===== src/rtl/ps_seq_pkg.sv =====
// Shared constants for the program-sequencer stack controller:
// status-flag bit positions and the field layout of a loop-stack entry.
package ps_seq_pkg;

    // Bit positions inside ps_stcky
    localparam int PC_EMPTY = 0;
    localparam int PC_FULL  = 1;
    localparam int PC_OVF   = 2;
    localparam int PC_UNF   = 3;
    localparam int LP_EMPTY = 4;
    localparam int LP_FULL  = 5;
    localparam int LP_OVF   = 6;
    localparam int LP_UNF   = 7;

    // A loop entry is packed as {sadd, eadd, cnt}: count in the low bits,
    // end address above it, start address on top.
    localparam int LP_CNT_LSB = 0;

    function automatic int lp_eadd_lsb(input int cw);
        return LP_CNT_LSB + cw;
    endfunction

    function automatic int lp_sadd_lsb(input int aw, input int cw);
        return LP_CNT_LSB + cw + aw;
    endfunction

endpackage


===== src/rtl/ps_lifo_stk.sv =====
// Generic LIFO used for both the PC stack and the loop stack.
// One action per cycle, priority: push+pop (replace top), pop, push, top write.
// The top entry is presented combinationally (0 when empty); ovf/unf are
// single-cycle pulses reporting a rejected push or pop.
module ps_lifo_stk #(
    parameter int W     = 16,
    parameter int DEPTH = 4
) (
    input  logic                         clk,
    input  logic                         rst,
    input  logic                         push,
    input  logic                         pop,
    input  logic [W-1:0]                 push_dt,
    input  logic                         wrt,
    input  logic [W-1:0]                 wrt_dt,
    output logic [W-1:0]                 top,
    output logic [$clog2(DEPTH+1)-1:0]   pntr,
    output logic                         full,
    output logic                         empty,
    output logic                         ovf,
    output logic                         unf
);

    localparam int PW = $clog2(DEPTH+1);

    logic [W-1:0]  mem [DEPTH];
    logic [PW-1:0] top_idx;
    logic          do_push;
    logic          do_repl;
    logic          do_pop;
    logic          do_wrt;

    assign empty   = (pntr == '0);
    assign full    = (pntr == PW'(DEPTH));
    assign top_idx = pntr - PW'(1);

    // push+pop on an empty stack degrades to a plain push
    assign do_repl = push & pop & ~empty;
    assign do_push = push & (pop ? empty : ~full);
    assign do_pop  = pop & ~push & ~empty;
    assign do_wrt  = wrt & ~push & ~pop & ~empty;
    assign ovf     = push & ~pop & full;
    assign unf     = pop & ~push & empty;

    // Select the current top entry; an empty stack reads as zero
    always_comb begin
        top = '0;
        for (int i = 0; i < DEPTH; i++) begin
            if (!empty && PW'(i) == top_idx) begin
                top = mem[i];
            end
        end
    end

    // Pointer and entry storage update
    always_ff @(posedge clk or posedge rst) begin
        if (rst) begin
            pntr <= '0;
            for (int i = 0; i < DEPTH; i++) begin
                mem[i] <= '0;
            end
        end else begin
            if (do_push) begin
                pntr <= pntr + PW'(1);
            end else if (do_pop) begin
                pntr <= pntr - PW'(1);
            end
            for (int i = 0; i < DEPTH; i++) begin
                if (do_push && PW'(i) == pntr) begin
                    mem[i] <= push_dt;
                end else if (do_repl && PW'(i) == top_idx) begin
                    mem[i] <= push_dt;
                end else if (do_wrt && PW'(i) == top_idx) begin
                    mem[i] <= wrt_dt;
                end
            end
        end
    end

endmodule


===== src/rtl/ps_seq_stk_ctl.sv =====
// PC stack plus hardware DO-UNTIL loop stack for the program sequencer.
// Only the innermost (top) loop level is compared against the fetch address;
// a non-terminal hit redirects fetch to the loop start and decrements the
// count, a terminal hit falls through and retires the level.
module ps_seq_stk_ctl
    import ps_seq_pkg::*;
#(
    parameter int AW       = 16,
    parameter int CW       = 16,
    parameter int PC_DEPTH = 4,
    parameter int LP_DEPTH = 2
) (
    input  logic                            clk,
    input  logic                            rst,
    input  logic                            ps_push,
    input  logic [AW-1:0]                   ps_push_dt,
    input  logic                            ps_pop,
    input  logic                            ps_stk_wrt,
    input  logic [AW-1:0]                   ps_stk_wrt_dt,
    input  logic                            ps_lp_start,
    input  logic [AW-1:0]                   ps_lp_sadd,
    input  logic [AW-1:0]                   ps_lp_eadd,
    input  logic [CW-1:0]                   ps_lp_cnt,
    input  logic                            ps_lp_abort,
    input  logic                            ps_fetch_en,
    input  logic [AW-1:0]                   ps_fetch_add,
    input  logic                            ps_stcky_clr,
    output logic [AW-1:0]                   ps_stk_top,
    output logic [$clog2(PC_DEPTH+1)-1:0]   ps_stk_pntr,
    output logic [$clog2(LP_DEPTH+1)-1:0]   ps_lp_pntr,
    output logic [CW-1:0]                   ps_lp_cnt_cur,
    output logic                            ps_lp_jmp,
    output logic [AW-1:0]                   ps_lp_jmp_add,
    output logic [7:0]                      ps_stcky
);

    localparam int LW       = 2*AW + CW;
    localparam int EADD_LSB = lp_eadd_lsb(CW);
    localparam int SADD_LSB = lp_sadd_lsb(AW, CW);

    logic          pc_full, pc_empty, pc_ovf, pc_unf;
    logic          lp_full, lp_empty, lp_ovf, lp_unf;
    logic [LW-1:0] lp_top;
    logic [LW-1:0] lp_push_dt;
    logic [LW-1:0] lp_wrt_dt;
    logic [AW-1:0] top_sadd;
    logic [AW-1:0] top_eadd;
    logic [CW-1:0] top_cnt;
    logic [CW-1:0] start_cnt;
    logic          lp_hit;
    logic          lp_last;
    logic          lp_pop;
    // {lp_unf, lp_ovf, pc_unf, pc_ovf}
    logic [3:0]    err_q;

    ps_lifo_stk #(.W(AW), .DEPTH(PC_DEPTH)) u_pc_stk (
        .clk     (clk),
        .rst     (rst),
        .push    (ps_push),
        .pop     (ps_pop),
        .push_dt (ps_push_dt),
        .wrt     (ps_stk_wrt),
        .wrt_dt  (ps_stk_wrt_dt),
        .top     (ps_stk_top),
        .pntr    (ps_stk_pntr),
        .full    (pc_full),
        .empty   (pc_empty),
        .ovf     (pc_ovf),
        .unf     (pc_unf)
    );

    assign top_cnt  = lp_top[LP_CNT_LSB +: CW];
    assign top_eadd = lp_top[EADD_LSB +: AW];
    assign top_sadd = lp_top[SADD_LSB +: AW];

    // A zero iteration count means a single pass
    assign start_cnt  = (ps_lp_cnt == '0) ? CW'(1) : ps_lp_cnt;
    assign lp_push_dt = {ps_lp_sadd, ps_lp_eadd, start_cnt};

    assign lp_hit    = ps_fetch_en & ~lp_empty & (ps_fetch_add == top_eadd);
    assign lp_last   = (top_cnt <= CW'(1));
    assign lp_pop    = ps_lp_abort | (lp_hit & lp_last);
    assign ps_lp_jmp = lp_hit & ~lp_last & ~ps_lp_abort;
    assign lp_wrt_dt = {top_sadd, top_eadd, top_cnt - CW'(1)};

    assign ps_lp_jmp_add = top_sadd;
    assign ps_lp_cnt_cur = top_cnt;

    // The count decrement rides on the top-write path, so a loop start or
    // pop in the same cycle takes precedence over it inside the LIFO.
    ps_lifo_stk #(.W(LW), .DEPTH(LP_DEPTH)) u_lp_stk (
        .clk     (clk),
        .rst     (rst),
        .push    (ps_lp_start),
        .pop     (lp_pop),
        .push_dt (lp_push_dt),
        .wrt     (ps_lp_jmp),
        .wrt_dt  (lp_wrt_dt),
        .top     (lp_top),
        .pntr    (ps_lp_pntr),
        .full    (lp_full),
        .empty   (lp_empty),
        .ovf     (lp_ovf),
        .unf     (lp_unf)
    );

    // Overflow/underflow stickies; a new event wins over a clear
    always_ff @(posedge clk or posedge rst) begin
        if (rst) begin
            err_q <= '0;
        end else begin
            err_q <= (ps_stcky_clr ? 4'b0 : err_q) | {lp_unf, lp_ovf, pc_unf, pc_ovf};
        end
    end

    // Assemble the status word from occupancy flags and stickies
    always_comb begin
        ps_stcky           = '0;
        ps_stcky[PC_EMPTY] = pc_empty;
        ps_stcky[PC_FULL]  = pc_full;
        ps_stcky[PC_OVF]   = err_q[0];
        ps_stcky[PC_UNF]   = err_q[1];
        ps_stcky[LP_EMPTY] = lp_empty;
        ps_stcky[LP_FULL]  = lp_full;
        ps_stcky[LP_OVF]   = err_q[2];
        ps_stcky[LP_UNF]   = err_q[3];
    end

endmodule


===== config.mk =====
export PLATFORM = sky130hd
export DESIGN_NAME = ps_seq_stk_ctl
export DESIGN_NICKNAME = d
export VERILOG_FILES = /design/src/rtl/ps_seq_pkg.sv /design/src/rtl/ps_lifo_stk.sv /design/src/rtl/ps_seq_stk_ctl.sv
export SDC_FILE = /design/constraint.sdc
export NUM_CORES = 1
export LEC_CHECK = 0
export CORE_MARGIN = 1.5
export CORE_UTILIZATION = 30
export DETAILED_ROUTE_END_ITERATION = 16
export GPL_ROUTABILITY_DRIVEN = 0
export PLACE_DENSITY = 0.49
export SLEW_MARGIN = 20
export SYNTH_ARGS = -nofsm -noshare
export SYNTH_HDL_FRONTEND = slang
export SYNTH_SLANG_ARGS = --single-unit

===== constraint.sdc =====
create_clock -name clk -period 7.3 [get_ports clk]
set_input_delay 2.19 -clock clk [delete_from_list [all_inputs] [get_ports clk]]
set_output_delay 2.19 -clock clk [all_outputs]
set_load 0.02 [all_outputs]

==> parameters.txt <==
Parameter                              Value

Run status
  Status ... finished clean

Final layout
  Post-route design area ... ~12000 um^2
  Final core area utilization ... 39.1%
  FILL cells ... roughly 3200
  Area growth syn-to-layout ... 27.8%
  Fraction of layout cells with a size suffix above 1 ... ~5.6%
  NumNets Final ... roughly 1400

STA
  Transition at the pin with the smallest max-transition slack ... slightly above 900 ps
  Relative slew slack ... 37.9%
  Summed negative setup slack over all endpoints ... 0 ps
  Number of setup violations in the final report ... 0
  Final period utilization ... between 90 and 100%
  Fmax ... roughly 150 MHz
  Number of max-slew violations in the final report ... 0
  Unrepaired setup endpoints after global routing ... false
  Hold Fails Final Rpt ... 0
  Time the worst path needs with I/O delays and setup ... roughly 6800 ps
  Minimum hold slack ... about 470 ps
  Worst clock skew ... about 12 ps

Yosys
  Synthesis-stage register bit count ... 169
  Async SR Flop Fraction ... 100%
  Complex-gate fraction of the synthesized area ... a little under a quarter
  Fraction of post-synthesis cell area in the top cell type by area ... a little over two fifths
  Number of standard cells after synthesis ... around 1100
  Cell accounting for the most synthesized area ... sky130_fd_sc_hd__dfrtp_1
  Top cells by area, synth ... sky130_fd_sc_hd__dfrtp_1 44%, sky130_fd_sc_hd__nand2_1 13%, sky130_fd_sc_hd__a22oi_1 6.7%, sky130_fd_sc_hd__o21ai_0 3.8%, sky130_fd_sc_hd__a22o_1 3.7%
  Post-synthesis mux area share ... under 10%
  XOR/XNOR Fraction of Synth Area ... ~3.1%
  Yosys warns ... 0
  Cell variety after synth ... between 60 and 70
  Cell area after synthesis ... a little under 10000 um^2
  Simple-Gate Fraction of Synth Area ... between 20% and 30%
  Synth Flop Type ... sky130_fd_sc_hd__dfrtp_1
  Post-Syn Nets ... 1261
  Post-synthesis sequential area ratio ... approximately 44%
  Number of enable-type register cells in the synthesized netlist ... 0
  Average footprint of a synthesized cell ... between 8 and 9 um^2
  Area share of fa/ha/maj cells after synthesis ... ~1.9%
  Largest family of logic cells by synthesized area ... compound AO/OA/AOI/OAI gates

Detailed routing
  Post-detailed-route DRC marker count ... 0
  Count of vias placed by the detailed router ... between 8000 and 9000
  Drt first-iter violations ... about 630
  Drt wl/cell ... between 15 and 20 um
  Vias per inst ... between 5 and 6
  Total wire length after detailed routing ... approximately 32000 um
  Number of detailed-routing iterations run before antenna repair ... 6
  Final antenna-violating net count ... 0

Placement
  Placed Instance Area ... ~12000 um^2
  DPL Wire Length ... approximately 21000 um
  Count of input and output buffers ... 166

Setup path
  Crit Path Max Fanout ... 4
  CP arrival ... 4600 ps
  End of the critical path ... ps_lp_jmp
  R2r worst-path depth ... 14
  Crit. End Element ... output port
  Critical Path RT ... 5110 ps
  Source of the critical timing path ... ps_fetch_add[6]
  Category of the most critical setup path ... in2out
  Category of the worst setup path launch point ... input pin
  R2r startpoint ... u_lp_stk.pntr[0]$_DFFE_PP0P_
  Reg-to-Reg End ... u_lp_stk.mem[85]$_DFFE_PP0P_
  Minimum setup slack among reg-to-reg paths ... around 2100 ps

Clock tree
  Clock-pin slew of the registers on the worst-case setup and hold paths ... ~70 ps
  Post-cts resize count ... 0
  Total setup buffers inserted after CTS ... 0
  Root buffer cell ... sky130_fd_sc_hd__clkbuf_16
  Clock tree buffer depth ... 2
  Deepest level of the CTS H-tree ... 4
  CTS Sinks ... between 150 and 200
  Insertion delay of the later-clocked pin in the worst-skew pair ... 430 ps
  Clock buffers created by TritonCTS ... 17
  TritonCTS clock tree ... built
  # hold bufs at CTS ... 0

Die
  Placeable core region ... roughly 32000 um^2
  Die W ... ~180 um
  Std cell rows ... 65
  Initial core utilization ... between 30% and 40%
  Full die area ... ~33000 um^2
  Count of boundary I/O pins ... ~170
  Die height ... 183 um

Power
  Maximum resistive drop on vdd ... roughly 220 uV
  Leakage power summed over all cells ... ~0.0056 uW
  Total power per unit cell area ... about 450 nW/um^2

Global route
  Global route overflow ... 0
  Number of antenna violations at the first check in global routing ... 1
  First-pass GRT wire length ... 50800 um
  Largest net degree at the start of global routing ... 90
  Total Routing Usage GR ... 19.5%
  Vias in the first global route ... 8839

Flow run
  Max-cap violations ... 0

Worst hold path
  Hold Crit Class ... reg2reg
layer usage:
metal | global-route usage [%] | vias up | share of wire [%]
met1 | 26.6 | 4324 | 47
li1 | - | 4230 | -
met5 | 0 | - | 0
met4 | 5.11 | 0 | 1.3
met3 | 3.16 | 26 | 5.0
met2 | 32.3 | 271 | 47
registers in the layout, indices dropped and copies added (netlist names):
signal	count
u_lp_stk.mem	96
u_pc_stk.mem	64
err_q	4
u_pc_stk.pntr	3
u_lp_stk.pntr	2
through the flow:
stage	setup slack, ps	cells	total power [uW]
finish	511	1682	5530
global route	290	1681	5970
CTS	509	1680	5580
detailed placement	530	1648	4500
global placement	554	1648	4490
floorplan	535	1141	3490
worst max-delay path, cell delays in order:
cell	delay, ps
sky130_fd_sc_hd__clkdlybuf4s50_1	530
sky130_fd_sc_hd__a21boi_0	110
sky130_fd_sc_hd__o32a_1	370
sky130_fd_sc_hd__o32a_1	180
sky130_fd_sc_hd__nand4b_1	280
sky130_fd_sc_hd__nor2_1	170
sky130_fd_sc_hd__and2_1	150
sky130_fd_sc_hd__clkdlybuf4s50_1	610
cells in the mapped netlist (9+ instances only):
cell,n
sky130_fd_sc_hd__nand3_1,11
sky130_fd_sc_hd__nor2_1,44
sky130_fd_sc_hd__buf_2,11
sky130_fd_sc_hd__a21oi_1,26
sky130_fd_sc_hd__dfrtp_1,169
sky130_fd_sc_hd__o21ai_0,74
sky130_fd_sc_hd__nand3b_1,9
sky130_fd_sc_hd__ha_1,15
sky130_fd_sc_hd__inv_1,21
sky130_fd_sc_hd__mux2i_1,21
sky130_fd_sc_hd__buf_4,10
sky130_fd_sc_hd__a21o_1,36
sky130_fd_sc_hd__xnor2_1,26
sky130_fd_sc_hd__a22oi_1,86
sky130_fd_sc_hd__and2_1,12
sky130_fd_sc_hd__o21ai_1,16
sky130_fd_sc_hd__a22o_1,41
sky130_fd_sc_hd__clkbuf_1,53
sky130_fd_sc_hd__nand2_1,346
placed cells by master, fill, tap and decap left out, types with 8 or more instances in the layout:
master                              n
sky130_fd_sc_hd__nand2_1          346
sky130_fd_sc_hd__dfrtp_1          169
sky130_fd_sc_hd__o21ai_1           16
sky130_fd_sc_hd__a21o_1            36
sky130_fd_sc_hd__xor2_1             8
sky130_fd_sc_hd__buf_4             19
sky130_fd_sc_hd__mux2i_1           20
sky130_fd_sc_hd__inv_1             20
sky130_fd_sc_hd__nand3b_1           9
sky130_fd_sc_hd__a22oi_1           86
sky130_fd_sc_hd__nand3_1           11
sky130_fd_sc_hd__clkbuf_16         17
sky130_fd_sc_hd__ha_1              13
sky130_fd_sc_hd__clkdlybuf4s50_1  166
sky130_fd_sc_hd__o21ai_0           74
sky130_fd_sc_hd__a21oi_1           26
sky130_fd_sc_hd__xnor2_1           26
sky130_fd_sc_hd__and2_1            12
sky130_fd_sc_hd__nor2_1            43
sky130_fd_sc_hd__a22o_1            41
cell type report:
type | instances | area (um^2) | share of cell area [%]
Clock buffer | 20 | 467 | 3.76
Sequential cell | 169 | 4230 | 34.1
Timing Repair Buffer | 188 | 1860 | 15.0
Tap cell | 402 | 503 | 4.06
Multi-Input combinational cell | 869 | 5040 | 40.6
Clock inverter | 12 | 209 | 1.69
Inverter | 21 | 83.8 | 0.676
Antenna cell | 1 | 2.50 | 0.0202
logic make-up (layout without fill, tap and decap cells):
| group | count (synthesis) | count (layout) |
|---|---|---|
| other | 0 | 1 |
| buffers and inverters | 103 | 241 |
| flip-flops | 169 | 169 |
| XOR/XNOR | 34 | 34 |
| AO/OA/AOI/OAI | 322 | 322 |
| adder cells (fa/ha/maj) | 15 | 15 |
| AND/OR/NAND/NOR | 475 | 475 |
| multiplexers | 23 | 23 |
power breakdown:
| group | leakage [uW] | switching [uW] | total (uW) | internal, uW |
|---|---|---|---|---|
| Clock | 0.000324 | 408 | 1050 | 641 |
| Sequential | 0.00211 | 312 | 1680 | 1370 |
| Combinational | 0.00316 | 1660 | 2810 | 1150 |
| Total | 0.00560 | 2380 | 5530 | 3150 |
worst min path at each step:
stage	from	to	slack, ps	depth (start not counted)
global placement	u_lp_stk.mem[87]$_DFFE_PP0P_	u_lp_stk.mem[87]$_DFFE_PP0P_	460	1
finish	u_lp_stk.mem[39]$_DFFE_PP0P_	u_lp_stk.mem[39]$_DFFE_PP0P_	470	2
global route	u_lp_stk.mem[34]$_DFFE_PP0P_	u_lp_stk.mem[34]$_DFFE_PP0P_	490	2
floorplan	u_lp_stk.mem[45]$_DFFE_PP0P_	u_lp_stk.mem[45]$_DFFE_PP0P_	450	2
CTS	u_pc_stk.mem[3]$_DFFE_PP0P_	u_pc_stk.mem[3]$_DFFE_PP0P_	480	2
detailed placement	u_lp_stk.mem[47]$_DFFE_PP0P_	u_lp_stk.mem[47]$_DFFE_PP0P_	460	2
Power figures use the tool's default switching activity.
